<file path="src/rtl/tsf_sched_pkg.sv">
// Shared defaults and load-sequence state encoding for the TSF event scheduler.
package tsf_sched_pkg;

  localparam int TSF_TIMER_WIDTH = 64;
  localparam int TSF_NUM_EVT     = 4;

  // Load sequence: hold strobe high, drop it so the timer loads on the
  // falling edge, then allow one settle cycle before compares resume.
  typedef enum logic [1:0] {
    LD_IDLE    = 2'd0,
    LD_ASSERT  = 2'd1,
    LD_RELEASE = 2'd2,
    LD_SETTLE  = 2'd3
  } load_state_e;

endpackage

</file>
<file path="src/rtl/tsf_evt_chan.sv">
// One event channel: compares the running TSF against its target, fires,
// reloads periodic targets and keeps the sticky status/overflow flags.
module tsf_evt_chan
  import tsf_sched_pkg::*;
#(
  parameter int TIMER_WIDTH = TSF_TIMER_WIDTH
) (
  input  logic                   clk,
  input  logic                   rstn,
  input  logic [TIMER_WIDTH-1:0] i_tsf,
  input  logic                   i_cmp_en,
  input  logic                   i_arm,
  input  logic                   i_disarm,
  input  logic [TIMER_WIDTH-1:0] i_target,
  input  logic [TIMER_WIDTH-1:0] i_period,
  input  logic                   i_clr,
  output logic                   o_fire,
  output logic                   o_status,
  output logic                   o_ovf,
  output logic                   o_armed
);

  logic [TIMER_WIDTH-1:0] r_target;
  logic [TIMER_WIDTH-1:0] r_period;
  logic                   r_fire;
  logic                   r_status;
  logic                   r_ovf;
  logic                   r_armed;

  logic                   w_hit;
  logic                   w_write;
  logic                   w_fire_set;
  logic [TIMER_WIDTH:0]   w_next_target;

  // A host write to this channel in the hit cycle takes precedence over the hit.
  assign w_write       = i_arm | i_disarm;
  assign w_hit         = r_armed & i_cmp_en & (i_tsf >= r_target);
  assign w_fire_set    = w_hit & ~w_write;
  // Extra top bit catches wrap-around of the periodic reload.
  assign w_next_target = {1'b0, r_target} + {1'b0, r_period};

  // Channel state: arm/disarm writes, hit handling with reload/overflow, flags.
  always_ff @(posedge clk) begin
    if (!rstn) begin
      r_target <= {TIMER_WIDTH{1'b0}};
      r_period <= {TIMER_WIDTH{1'b0}};
      r_fire   <= 1'b0;
      r_status <= 1'b0;
      r_ovf    <= 1'b0;
      r_armed  <= 1'b0;
    end else begin
      r_fire <= w_fire_set;

      // Setting wins over a simultaneous write-1-to-clear.
      if (w_fire_set) begin
        r_status <= 1'b1;
      end else if (i_clr) begin
        r_status <= 1'b0;
      end else begin
        r_status <= r_status;
      end

      if (i_arm) begin
        r_target <= i_target;
        r_period <= i_period;
        r_armed  <= 1'b1;
        r_ovf    <= 1'b0;
      end else if (i_disarm) begin
        r_armed <= 1'b0;
      end else if (w_hit) begin
        if (r_period == {TIMER_WIDTH{1'b0}}) begin
          r_armed <= 1'b0;
        end else if (w_next_target[TIMER_WIDTH]) begin
          r_armed <= 1'b0;
          r_ovf   <= 1'b1;
        end else begin
          r_target <= w_next_target[TIMER_WIDTH-1:0];
        end
      end else begin
        r_armed <= r_armed;
      end
    end
  end

  assign o_fire   = r_fire;
  assign o_status = r_status;
  assign o_ovf    = r_ovf;
  assign o_armed  = r_armed;

endmodule

</file>
<file path="src/rtl/tsf_event_scheduler.sv">
// TSF event scheduler top: host-driven timer load sequence plus NUM_EVT
// independent compare channels that are muted while a load is in flight.
module tsf_event_scheduler
  import tsf_sched_pkg::*;
#(
  parameter  int TIMER_WIDTH = TSF_TIMER_WIDTH,
  parameter  int NUM_EVT     = TSF_NUM_EVT,
  localparam int IDX_W       = (NUM_EVT > 1) ? $clog2(NUM_EVT) : 1
) (
  input  logic                   clk,
  input  logic                   rstn,
  input  logic [TIMER_WIDTH-1:0] tsf_runtime_val,
  input  logic                   load_req,
  input  logic [TIMER_WIDTH-1:0] load_val,
  output logic                   load_busy,
  output logic                   load_done,
  output logic                   tsf_load_control,
  output logic [TIMER_WIDTH-1:0] tsf_load_val,
  input  logic                   arm_we,
  input  logic [IDX_W-1:0]       arm_idx,
  input  logic [TIMER_WIDTH-1:0] arm_target,
  input  logic [TIMER_WIDTH-1:0] arm_period,
  input  logic                   disarm_we,
  output logic [NUM_EVT-1:0]     evt_fire,
  output logic [NUM_EVT-1:0]     evt_status,
  input  logic [NUM_EVT-1:0]     evt_clr,
  output logic [NUM_EVT-1:0]     evt_ovf,
  output logic [NUM_EVT-1:0]     evt_armed
);

  load_state_e            r_state;
  logic                   r_assert_cnt;
  logic                   r_load_ctrl;
  logic [TIMER_WIDTH-1:0] r_load_val;
  logic                   r_busy;
  logic                   r_done;

  logic                   w_cmp_en;
  logic [NUM_EVT-1:0]     w_arm;
  logic [NUM_EVT-1:0]     w_disarm;

  // Load sequencer with registered strobe, busy and done outputs.
  always_ff @(posedge clk) begin
    if (!rstn) begin
      r_state      <= LD_IDLE;
      r_assert_cnt <= 1'b0;
      r_load_ctrl  <= 1'b0;
      r_load_val   <= {TIMER_WIDTH{1'b0}};
      r_busy       <= 1'b0;
      r_done       <= 1'b0;
    end else begin
      case (r_state)
        LD_IDLE: begin
          r_done <= 1'b0;
          if (load_req) begin
            r_load_val   <= load_val;
            r_load_ctrl  <= 1'b1;
            r_busy       <= 1'b1;
            r_assert_cnt <= 1'b0;
            r_state      <= LD_ASSERT;
          end
        end
        LD_ASSERT: begin
          // Strobe stays high for two cycles before being dropped.
          if (r_assert_cnt) begin
            r_load_ctrl <= 1'b0;
            r_state     <= LD_RELEASE;
          end else begin
            r_assert_cnt <= 1'b1;
          end
        end
        LD_RELEASE: begin
          r_done  <= 1'b1;
          r_state <= LD_SETTLE;
        end
        LD_SETTLE: begin
          r_done  <= 1'b0;
          r_busy  <= 1'b0;
          r_state <= LD_IDLE;
        end
        default: begin
          r_load_ctrl <= 1'b0;
          r_busy      <= 1'b0;
          r_done      <= 1'b0;
          r_state     <= LD_IDLE;
        end
      endcase
    end
  end

  assign w_cmp_en = (r_state == LD_IDLE);

  // Route arm/disarm strobes to the addressed channel only.
  always_comb begin
    w_arm    = {NUM_EVT{1'b0}};
    w_disarm = {NUM_EVT{1'b0}};
    for (int i = 0; i < NUM_EVT; i++) begin
      if (arm_idx == IDX_W'(i)) begin
        w_arm[i]    = arm_we;
        w_disarm[i] = disarm_we;
      end else begin
        w_arm[i]    = 1'b0;
        w_disarm[i] = 1'b0;
      end
    end
  end

  for (genvar g = 0; g < NUM_EVT; g++) begin : g_chan
    tsf_evt_chan #(
      .TIMER_WIDTH (TIMER_WIDTH)
    ) u_chan (
      .clk      (clk),
      .rstn     (rstn),
      .i_tsf    (tsf_runtime_val),
      .i_cmp_en (w_cmp_en),
      .i_arm    (w_arm[g]),
      .i_disarm (w_disarm[g]),
      .i_target (arm_target),
      .i_period (arm_period),
      .i_clr    (evt_clr[g]),
      .o_fire   (evt_fire[g]),
      .o_status (evt_status[g]),
      .o_ovf    (evt_ovf[g]),
      .o_armed  (evt_armed[g])
    );
  end

  assign load_busy        = r_busy;
  assign load_done        = r_done;
  assign tsf_load_control = r_load_ctrl;
  assign tsf_load_val     = r_load_val;

endmodule

</file>
<file path="config.mk">
export PLATFORM = sky130hd
export DESIGN_NAME = tsf_event_scheduler
export DESIGN_NICKNAME = d
export VERILOG_FILES = /design/src/rtl/tsf_sched_pkg.sv /design/src/rtl/tsf_evt_chan.sv /design/src/rtl/tsf_event_scheduler.sv
export SDC_FILE = /design/constraint.sdc
export NUM_CORES = 2
export LEC_CHECK = 0
export BUFFER_PORTS_ARGS = -buffer_cell sky130_fd_sc_hd__buf_2
export CORE_ASPECT_RATIO = 1.4
export CORE_MARGIN = 10
export CORE_UTILIZATION = 60
export CTS_CLUSTER_DIAMETER = 30
export DETAILED_ROUTE_END_ITERATION = 8
export GPL_ROUTABILITY_DRIVEN = 1
export GPL_TIMING_DRIVEN = 0
export PLACE_DENSITY = 0.8
export RECOVER_POWER = 50
export SYNTH_ARGS = -nofsm -noshare
export SYNTH_HDL_FRONTEND = slang
export SYNTH_SLANG_ARGS = --single-unit
</file>
<file path="constraint.sdc">
create_clock -name clk -period 7.8 [get_ports clk]
set_input_delay 1.17 -clock clk [delete_from_list [all_inputs] [get_ports clk]]
set_output_delay 1.17 -clock clk [all_outputs]
set_load 0.01 [all_outputs]
</file>
# After elaboration in Yosys (flattened, before gate mapping)
# Cells that the tools add are included.
# word_totals
ff_bits	598
input_bits	267
out_inout_bits	83
word_cells	200
# op_classes
addsub	4
magnitude_cmp	4
n_eq_ne	20
mux	66
bitwise_logic	29
n_reduce_logical	47
# ops
op	count
$mux W64	20
$add A64 B64 Y65	4
$ge A64 B64 Y1	4
$logic_not A64 Y1	4
$mux W1	39
$reduce_and A4 Y1	8
$ne A2 B1 Y1 const B	12
$reduce_bool A2 Y1	11
$reduce_and A2 Y1	8
$reduce_bool A4 Y1	4
$not A1 Y1	13
$and A1 B1 Y1	12
$reduce_bool A3 Y1	4
$reduce_or A2 Y1	5
$eq A2 B2 Y1 const B	4
$pmux W1 S2	4
$pmux W2 S4	1
$eq A2 B1 Y1 const B	2
$logic_not A2 Y1	2
$mux W2	2
$ne A2 B2 Y1 const B	2
$or A1 B1 Y1	4
$reduce_and A3 Y1	1

# Longest topological paths before layout
# depth
ltp_word	6
ltp_mapped	16

# Cells and area by module
# From an unflattened synthesis, not the netlist that was laid out.
# unflattened
cells_unflattened	5807
hier_area_um2	46042.9
# by_module_without_submodules
mod	n_inst	cells_per_inst	area_per_inst_um2
tsf_evt_chan (g_chan[1].u_chan ...)	2	1346	10804.1
tsf_evt_chan (g_chan[0].u_chan)	1	1395	10857.9
tsf_evt_chan (g_chan[3].u_chan)	1	1391	10686.5
tsf_event_scheduler	1	329	2890.3

# Worst setup path after synthesis
# OpenSTA, ideal clock, no wires.
# synth_timing
path_type	input to register
from	in tsf_runtime_val[61]
to	reg g_chan[1].u_chan.r_target[21]
setup_ns	0.122
arrival_time_ns	3.889
t_required_ns	7.678
slack_ns	3.789
stages	13
n_path_buf	2
path_cell_list	ha_1 -> a21o_1 -> a21o_1 -> a221o_1 -> a211oi_1 -> o211ai_1 -> o31ai_1 -> or3_1 -> nand2b_1 -> clkbuf_1 -> buf_2 -> nor2_1 -> a221o_1
# synth_between
elab_chain_cells	4
# synth_rtl
item	line_no	source
start, declared	tsf_event_scheduler.sv:12	input logic [TIMER_WIDTH-1:0] tsf_runtime_val,
$ge A64 B64 Y1	tsf_evt_chan.sv:37	assign w_hit = r_armed & i_cmp_en & (i_tsf >= r_target);
$and A1 B1 Y1	tsf_evt_chan.sv:37	
$reduce_bool A2 Y1 (no source line)	n/a	
$reduce_and A4 Y1 (no source line)	n/a	
end signal, assigned	tsf_evt_chan.sv:45	r_target <= {TIMER_WIDTH{1'b0}};
end signal, assigned	tsf_evt_chan.sv:64	r_target <= i_target;
end signal, assigned	tsf_evt_chan.sv:77	r_target <= w_next_target[TIMER_WIDTH-1:0];
end, declared	tsf_evt_chan.sv:23	logic [TIMER_WIDTH-1:0] r_target;
# No other way between the ends.
# A chain may end at the register's enable or synchronous reset.

# Worst setup path in the final report
# layout_timing
from	in tsf_runtime_val[0]
to	reg g_chan[1].u_chan.r_target[21]
# Same word-level chain as after synthesis.

==> impl_metrics.toml <==
[synthesis]
async_flop_share = 0
synth-edff-count = 0
avgSynthCellArea_sq_um = 7.51
yosysUniqueCellTypes = 92
yosys_warnings = 0
ys_ff_latch = 598
synth_fp_nets = 6728
netlist_area_sq_mm = 0.0446
synth_flop_cell = "dfxtp_1"
seq_area_frac_synth = 0.268
synth_cells = 5940

[routing]
viasPerCell = 6.79
ant_nets = 0
vias = 50900
wire_per_inst_um = 29.4
wl_um = 220000
drt_pass1_iterations = 8
drtIter0Drc = 6255
drc = 0

[status]
violations = "max-capacitance violations, max-slew violations"
status = "finished with violations"

[grt]
grt_use_total = 0.491
grt.met3_usage = 0.158
grt_pass1_wl_um = 314000
grt_pass1_vias = 48500
grt_max_degree = 16
antenna_found_initial = 24
met2_usage = 0.748
grt-busiest-layer = "met2"
grt-ovfl-total = 0
use_met1 = 0.507

[placed_design]
place.gp.congestion = 1.10
io_buffers = 349
dp.final_hpwl_um = 172000
dp_cells = 7250

[critical_path]
worstSetupStartpointType = "primary input"
worstPathArrival_ns = 6.40
cp.required_ns = 8.38
worstSetupPathType = "primary input to flop"
crit_buf_inv = 4
path_cells = "buf_2, inv_1, ha_1, nand2b_1, a21o_1, a21o_1, a21oi_1, o211ai_1, nor4b_1, o31ai_1, or3_1, nand2b_1, clkbuf_1, buf_2, nor2_1, a221o_1"
cpMaxStageDelayCell = "o31ai_1"
crit_family = "compound AO/OA/AOI/OAI gates"
cp_slowest_stage_delay_ns = 1.04
path_max_fanout = 10
cp-end-kind = "flop"

[floorplanning]
rows = 118
io_pins = 350
dieArea_sq_mm = 0.0858
die_w_um = 250
core_area_sq_mm = 0.0738
floorplan.initialDensity = 0.604
die-height_um = 343

[clock_network]
cts_max_path_buffers = 3
clk_latency_ns = 0.70
cts.clk_slew.worst_paths_ns = 0.05
cts.sinks = 598
cts_inserted_buffers = 115
cts_setup_buffers = 0
htree_levels = 3
root_buffer = "clkbuf_16"
cts_resized = 0
cts_tree = "yes"
hold_buffers = 0

[timing]
fin_tns_setup_ns = 0
hold_violations = 0
rsz0062_at_grt = "no"
maxSlewHeadroom = -0.366
max_freq_ghz = 0.172
period_minus_slack_ns = 5.82
final.period_utilization = 0.747
setup_viol = 0
worst_pin_slew_ns = 2.05
finalClockSkew_ns = 0.0224
drv_slew = 23
holdWs_ns = 0.450

[final_layout]
final_cells = 7486
drive_gt1_frac = 0.0872
areaGrowthSynthToFinish_pct = 15.6
finalNetCount = 7195
fillers = 6307
final_cell_mix = "923 x nand2_1, 845 x a21oi_1, 598 x dfxtp_1, 517 x ha_1, 401 x clkbuf_1"
layout_commonest_cell = "nand2_1"

[hold_path]
min_path_type = "flop to flop"

[flow_run]
drv_cap = 2

[power_and_ir_drop]
power_density_mw_per_mm2 = 212
vdd_drop_max_v = 0.000224
leakage_nw = 22.0
cell type report:
class | count | area (sq um) | area share
multi-input combinational | 4638 | 29800 | 0.579
buffer | 371 | 1540 | 0.0298
timing repair buffer | 350 | 1660 | 0.0321
clock inverter | 76 | 928 | 0.0180
tap | 960 | 1200 | 0.0233
inverter | 333 | 1250 | 0.0242
clock buffer | 138 | 3130 | 0.0606
sequential | 598 | 12000 | 0.232
antenna | 22 | 55.1 | 0.00107
metal layers:
metal / wire length (um) / vias to the layer above / share of wire
met2: 92600 / 3697 / 0.42
met5: 41 / - / 0.00019
met1: 70700 / 23500 / 0.32
li1: - / 22300 / -
met3: 26600 / 1329 / 0.12
met4: 30400 / 6 / 0.14
Yosys cell counts (all sizes together) (51+ instances only):
library cell,count,area (sq um)
a211oi,103,778
a21o,292,2190
a21oi,847,4250
a22oi,51,383
buf,69,400
clkbuf,302,1130
dfxtp,598,12000
ha,517,6470
inv,333,1250
mux2i,63,631
nand2,924,3470
nand3,88,440
nand4,152,951
nor2,314,1190
nor3,69,355
nor4,84,526
o21ai,319,1600
xnor2,130,1140
xor2,95,832
flip-flops by register name, summed over array words and instances (netlist names):
name,cells
load_done,1
g_chan.u_chan.r_target,256
load_busy,1
g_chan.u_chan.o_fire,4
g_chan.u_chan.o_armed,4
tsf_load_val,64
r_assert_cnt,1
tsf_load_control,1
r_state,2
g_chan.u_chan.o_status,4
g_chan.u_chan.o_ovf,4
g_chan.u_chan.r_period,256
final timing paths:
check	startpoint	end	slack (ns)	cells after the start
min reg2reg	tsf_load_val[13]$_SDFFE_PN0P_	tsf_load_val[13]$_SDFFE_PN0P_	0.45	2
min	tsf_load_val[13]$_SDFFE_PN0P_	tsf_load_val[13]$_SDFFE_PN0P_	0.45	2
max reg2reg	g_chan[1].u_chan.r_target[13]$_SDFFE_PN0P_	g_chan[1].u_chan.r_target[21]$_SDFFE_PN0P_	2.33	15
max	tsf_runtime_val[0]	g_chan[1].u_chan.r_target[21]$_SDFFE_PN0P_	1.98	16
per-stage QoR:
stage                     total power (W)   util  cell area, sq um  setup slack [ns]
after floorplan                   0.00466      -             44600              3.79
final                              0.0109  0.698             51600              1.98
after CTS                          0.0107  0.699             51600              2.32
after detailed placement          0.00556  0.644             47500              1.62
after global placement            0.00551  0.644             47500              1.64
after global routing               0.0111  0.698             51500              1.96
worst reg2reg max path, delay by kind of cell (launching register included):
kind	cells	cell delay, ns
buf+inv	3	1.11
fa+ha+maj	1	0.29
flops	1	0.36
simple gates	6	1.29
compound gates	5	2.30
power by group:
part | leakage, nW | total (W) | switching (W) | internal (W)
Clock | 1.96 | 0.00524 | 0.00187 | 0.00337
Sequential | 4.87 | 0.00345 | 0.000186 | 0.00326
Combinational | 15.2 | 0.00222 | 0.00155 | 0.000670
cells by family after synthesis:
family / share of synthesized area
AO/OA/AOI/OAI: 0.281
AND/OR/NAND/NOR: 0.182
buffers and inverters: 0.0624
flip-flops: 0.268
adder cells (fa/ha/maj): 0.147
XOR/XNOR: 0.0442
multiplexers: 0.0149
Note: power is estimated with default switching activity, not from simulation.
